<file path="src/rtl/aes_req_scheduler.sv">
// Round-robin front end for a shared 12-lane AES-128 pipe: tags issued blocks,
// returns results in order through a FWFT buffer, and sequences key changes.
module aes_req_scheduler #(
    parameter int NUM_REQ    = 4,
    parameter int ID_W       = 2,
    parameter int OBUF_DEPTH = 32,
    parameter int CNT_W      = 6
) (
    input  logic                   clk,
    input  logic                   rst,
    input  logic [NUM_REQ-1:0]     req_valid,
    output logic [NUM_REQ-1:0]     req_ready,
    input  logic [NUM_REQ*128-1:0] req_data,
    input  logic                   cfg_key_valid,
    input  logic [127:0]           cfg_key,
    output logic                   cfg_key_ready,
    output logic [127:0]           pipe_key,
    output logic                   pipe_in_valid,
    output logic [127:0]           pipe_in_data,
    input  logic                   pipe_out_valid,
    input  logic [127:0]           pipe_out_data,
    output logic                   resp_valid,
    input  logic                   resp_ready,
    output logic [127:0]           resp_data,
    output logic [ID_W-1:0]        resp_id,
    output logic [CNT_W-1:0]       outstanding,
    output logic                   err
);

    localparam int              AW       = (OBUF_DEPTH > 1) ? $clog2(OBUF_DEPTH) : 1;
    localparam logic [AW:0]     DEPTH_C  = (AW+1)'(OBUF_DEPTH);
    localparam logic [AW-1:0]   LAST_PTR = AW'(OBUF_DEPTH - 1);

    typedef enum logic [1:0] {RUN, DRAIN, KEYLOAD} state_t;

    function automatic logic [AW-1:0] next_ptr(input logic [AW-1:0] p);
        return (p == LAST_PTR) ? '0 : p + 1'b1;
    endfunction

    state_t          state, state_nxt;
    logic            in_run, key_load;
    logic            grant_en, handshake, found;
    logic [ID_W-1:0] grant_id, rr_ptr, arb_idx;

    logic [ID_W-1:0] tag_mem [OBUF_DEPTH];
    logic [AW-1:0]   tag_wr, tag_rd;
    logic [AW:0]     tag_cnt;
    logic            tag_empty, tag_push, tag_pop;

    logic [ID_W+127:0] ob_mem [OBUF_DEPTH];
    logic [AW-1:0]     ob_wr, ob_rd;
    logic [AW:0]       ob_cnt;
    logic              ob_full, ob_push, ob_pop;

    always_ff @(posedge clk) begin
        if (rst) state <= RUN;
        else     state <= state_nxt;
    end

    always_comb begin
        state_nxt = state;
        case (state)
            RUN:     if (cfg_key_valid) state_nxt = DRAIN;
            DRAIN:   if (tag_empty)     state_nxt = KEYLOAD;
            KEYLOAD: state_nxt = RUN;
            default: state_nxt = RUN;
        endcase
    end

    always_comb begin
        in_run        = (state == RUN);
        key_load      = (state == KEYLOAD);
        cfg_key_ready = key_load;
    end

    // Issue is credit-limited: the pipe cannot stall, so every block in flight
    // must already own a slot in the output buffer.
    assign grant_en = !rst && in_run && !cfg_key_valid
                      && (outstanding < CNT_W'(OBUF_DEPTH));

    always_comb begin
        req_ready = '0;
        grant_id  = '0;
        found     = 1'b0;
        arb_idx   = '0;
        for (int k = 0; k < NUM_REQ; k++) begin
            arb_idx = ID_W'((int'(rr_ptr) + k) % NUM_REQ);
            if (grant_en && !found && req_valid[arb_idx]) begin
                found              = 1'b1;
                req_ready[arb_idx] = 1'b1;
                grant_id           = arb_idx;
            end
        end
    end

    assign handshake = |req_ready;

    always_ff @(posedge clk) begin
        if (rst) begin
            rr_ptr        <= '0;
            pipe_in_valid <= 1'b0;
            pipe_in_data  <= '0;
            pipe_key      <= '0;
        end else begin
            pipe_in_valid <= handshake;
            if (handshake) begin
                rr_ptr       <= (grant_id == ID_W'(NUM_REQ - 1)) ? '0 : grant_id + 1'b1;
                pipe_in_data <= req_data[128*grant_id +: 128];
            end
            if (key_load) pipe_key <= cfg_key;
        end
    end

    assign tag_empty = (tag_cnt == '0);
    assign tag_push  = handshake && (tag_cnt != DEPTH_C);
    assign tag_pop   = pipe_out_valid && !tag_empty;
    assign ob_full   = (ob_cnt == DEPTH_C);
    assign ob_push   = tag_pop && !ob_full;
    assign ob_pop    = resp_valid && resp_ready;

    always_ff @(posedge clk) begin
        if (tag_push) tag_mem[tag_wr] <= grant_id;
        if (ob_push)  ob_mem[ob_wr]   <= {tag_mem[tag_rd], pipe_out_data};
    end

    always_ff @(posedge clk) begin
        if (rst) begin
            tag_wr      <= '0;
            tag_rd      <= '0;
            tag_cnt     <= '0;
            ob_wr       <= '0;
            ob_rd       <= '0;
            ob_cnt      <= '0;
            outstanding <= '0;
            err         <= 1'b0;
        end else begin
            if (tag_push) tag_wr <= next_ptr(tag_wr);
            if (tag_pop)  tag_rd <= next_ptr(tag_rd);
            if (tag_push && !tag_pop)      tag_cnt <= tag_cnt + 1'b1;
            else if (!tag_push && tag_pop) tag_cnt <= tag_cnt - 1'b1;

            if (ob_push) ob_wr <= next_ptr(ob_wr);
            if (ob_pop)  ob_rd <= next_ptr(ob_rd);
            if (ob_push && !ob_pop)      ob_cnt <= ob_cnt + 1'b1;
            else if (!ob_push && ob_pop) ob_cnt <= ob_cnt - 1'b1;

            if (handshake && !ob_pop)      outstanding <= outstanding + 1'b1;
            else if (!handshake && ob_pop) outstanding <= outstanding - 1'b1;

            // Orphan results and buffer overflow both lose data permanently.
            if ((pipe_out_valid && tag_empty) || (tag_pop && ob_full)) err <= 1'b1;
        end
    end

    always_comb begin
        resp_valid          = (ob_cnt != '0);
        {resp_id, resp_data} = resp_valid ? ob_mem[ob_rd] : '0;
    end

endmodule
</file>
<file path="config.mk">
export PLATFORM = sky130hd
export DESIGN_NAME = aes_req_scheduler
export DESIGN_NICKNAME = d
export VERILOG_FILES = /design/src/rtl/aes_req_scheduler.sv
export SDC_FILE = /design/constraint.sdc
export NUM_CORES = 2
export LEC_CHECK = 0
export CORE_MARGIN = 2
export CORE_UTILIZATION = 53
export DETAILED_ROUTE_END_ITERATION = 10
export HOLD_SLACK_MARGIN = 0.08
export PLACE_DENSITY = 0.76
export SLEW_MARGIN = 20
export SYNTH_ARGS = -nofsm -noshare
export SYNTH_HDL_FRONTEND = slang
export SYNTH_MEMORY_MAX_BITS = 65536
export SYNTH_SLANG_ARGS = --single-unit
</file>
<file path="constraint.sdc">
create_clock -name clk -period 7.9 [get_ports clk]
set_input_delay 1.185 -clock clk [delete_from_list [all_inputs] [get_ports clk]]
set_output_delay 1.185 -clock clk [all_outputs]
set_load 0.02 [all_outputs]
</file>
==> impl_results.md <==
- Via density per instance: 6.61
- Sequential-to-total area share from yosys stat: 75.5%
- Total track usage: around a third
- Crit path DAT: 5140 ps
- CP Cell Sequence: buf_12 > buf_12 > buf_4 > mux4_2 > mux4_2 > mux2i_1 > nor2_1 > clkdlybuf4s50_1
- Switching part of the total: between 20 and 30%
- Skew final: between 50 and 60 ps
- Syn Inst Count: 8405
- Min-delay src: pipe_key[34]$_SDFFE_PP0P_
- Fraction of registers with async set or reset after synthesis: 0%
- Yosys cell types: 52
- Synth area leader: edfxtp_1
- Worst slew margin: 22.7%
- Pin count of the biggest net entering global routing: about 140
- Cell area power density: 294 nW/um2
- Pins Over Slew Limit: 0
- Reg power frac: 44.8%
- Post-Route WL: a little under 600000 um
- Sinks on Clock Net: 4534
- Worst Setup End Kind: output port
- CP max FO: between 60 and 70
- Post-route ant nets: 0
- Status: complete, no violations
- Drt pass-1 iters: 6
- Worst-path clk slew: 60 ps
- Fin nets: 10500
- Synth Cell Area: roughly 180000 um2
- Post-CTS Hold Buffers: 0
- Ranking of synthesized cells by area: edfxtp_1 (72%), mux4_2 (17%), dfxtp_1 (3.5%), nand2_1 (1.7%), clkbuf_1 (0.82%)
- First-pass GRT wire length: 807000 um
- CTS tree: yes
- Top Ports: approximately 1200
- Worst R2R Path Depth: 18
- # resized after CTS: 0
- H-tree Lvls: 5
- Yosys warning total: 0
- Routed wire per std cell: 41.1 um
- Total of max-cap violations: 0
- Initial cell density of the core: 53.3%
- Max IR drop VDD: 0.353 mV
- Die ar.: 337000 um2
- Gr ovfl total: 0
- Share of post-route cells with drive strength above 1: a little under a quarter
- Reg2reg setup slack: about 2200 ps
- HP Class: register to register
- Hold path endpoint: pipe_key[34]$_SDFFE_PP0P_
- Hold Path Depth: 2
- Die width: 581 um
- Worst hold slack: 459 ps
- Clk_lat worst skew: slightly below 1000 ps
- DP Area: 194000 um2
- Int Pwr: 44400 uW
- Residual DRC count: 0
- Worst path slowest cell: dfxtp_4
- CP peak stage delay: 900 ps
- Vias in the first global route: 94900
- Die Height: 581 um
- Synth-to-layout area growth: 18.3%
- Setup crit start kind: register
- Net Sw Power: 16700 uW
- Period utilisation layout: 80.0%
- R2r endpoint: tag_cnt[5]$_SDFFE_PP0P_
- Post-synth EDFFs: 4224
- RSZ-0062 raised after global routing: no
- Worst Path Required: 6710 ps
- CP Class: register to output port
- Cell area after layout: between 200000 and 250000 um2
- DR iter-0 viols: 13400
- Core box area: 331000 um2
- Top post-synthesis cells by count: edfxtp_1 (4224), mux4_2 (1324), nand2_1 (786)
- Total CTS buffers: 437
- Routability cong.: around 1.1
- Count leader, synth: edfxtp_1
- Slew @ Worst Pin: 1160 ps
- Dpl hpwl: 344000 um
- Synthesized net count: between 9000 and 10000
- Max clock buf depth: 4
- Share of the synthesized area in the top cell type: 72.0%
- Min Tclk post-route: 6320 ps
- Setup-failing EPs final: 0
- Average cell area after synthesis: between 20 and 25 um2
- Final hold violation count: 0
- Seq cells post-synth: 4534
- Pleak: 0.0640 uW
- Row cnt: 211
- Number of port buffers: 1176
- Post-CTS Setup Bufs: 0
- Fmax: ~0.16 GHz
- Initial antenna violation count: 197
- Commonest register cell after synthesis: edfxtp_1
- Combinational power share: a little over a fifth
- Routed via count: 95800
- Clock share of power: 34.2%
- Clk root buf: clkbuf_16
cell families (layout without fill, tap and decap cells):
| logic type | after synthesis | in the layout | share of synthesized area, % |
|---|---|---|---|
| flops | 4534 | 4534 | 75.5 |
| fa+ha+maj | 38 | 38 | 0.283 |
| mux | 1464 | 1464 | 17.7 |
| simple gates | 1481 | 1481 | 3.89 |
| compound gates | 342 | 342 | 1.31 |
| buf+inv | 530 | 2161 | 1.19 |
| other cells | 0 | 95 | 0 |
| xor+xnor | 16 | 16 | 0.0796 |
stage by stage:
stage | cells | utilization (%) | setup TNS [ps] | total power (uW) | setup WS (ps)
final | 14500 | 63.0 | 0 | 61100 | 1580
after global routing | 14500 | 63.0 | 0 | 62900 | 1300
after CTS | 14400 | 63.0 | 0 | 61400 | 1450
after detailed placement | 13600 | 58.7 | 0 | 40600 | 1650
after global placement | 13600 | 58.6 | 0 | 40500 | 1490
after floorplan | 8405 | - | -452640 | 35500 | -111
layout make-up:
cell class,instances,area [um2]
flip-flops and latches,4534,133000
fillers,21800,122000
multi-input cells,3341,41300
repair buffers,1335,14000
clock buffers,529,11400
well taps,4366,5460
clock inverters,278,2850
diodes,95,238
inverters,19,86.3
cells in the final DEF, fill, tap and decap left out, drive strengths merged, types with 3 or more instances in the layout:
cell type      netlist  routed
edfxtp            4224    4224
mux4              1324    1324
clkdlybuf4s50        0    1170
nand2              786     786
clkbuf             385     529
dfxtp              310     310
nand3              270     270
nor2               243     243
clkinv               2     191
a21oi              166     166
buf                126     165
mux2i              138     138
a31o               132     132
nor3b              128     128
diode                0      95
bufinv               0      45
inv                 17      39
ha                  35      35
clkinvlp             0      22
o21ai               15      15
xnor2               10      10
and3                 9       9
nor3                 8       8
nand3b               7       7
or4                  7       7
nand2b               7       7
a21o                 7       7
or3                  6       6
xor2                 6       6
a221o                4       4
nor2b                3       3
a31oi                3       3
o21bai               3       3
fa                   3       3
how the worst max path moves through the flow:
stage          cells after the start                       to
3_5_place_dp                      17  tag_cnt[5]$_SDFFE_PP0P_
4_1_cts                            8           resp_data[127]
3_3_place_gp                      17  tag_cnt[5]$_SDFFE_PP0P_
6_report                           8           resp_data[127]
5_1_grt                            8           resp_data[127]
2_1_floorplan                      6  ob_mem[31][0]$_DFFE_PP_
registers in the layout (all words and copies together), names as in the netlist, named ones only:
register / cells
pipe_in_valid: 1
pipe_key: 128
ob_wr: 5
ob_rd: 5
ob_cnt: 6
err: 1
ob_mem: 4160
tag_cnt: 6
rr_ptr: 1
pipe_in_data: 128
state: 2
tag_mem: 64
tag_rd: 5
tag_wr: 5
outstanding: 6
metal layers:
layer	share of wire, %	global-route usage (%)
met1	34	44.0
met2	50	57.8
met3	9.8	8.00
met4	5.8	18.7
met5	0.091	0
power by group through the flow:
stage / Sequential (uW) / Combinational, uW / Clock, uW
final: 27400 / 12800 / 20900
after global routing: 27400 / 13400 / 22000
after CTS: 27400 / 12900 / 21100
after detailed placement: 27900 / 12800 / 0
after global placement: 27900 / 12600 / 0
after floorplan: 28000 / 7550 / 0
worst max-delay path: cells and delay by family (launching register included):
kind | cells | cell delay [ps]
buffers and inverters | 4 | 1780
multiplexers | 3 | 1270
flip-flops | 1 | 900
AND/OR/NAND/NOR | 1 | 70
(Power assumes the default switching activity.)
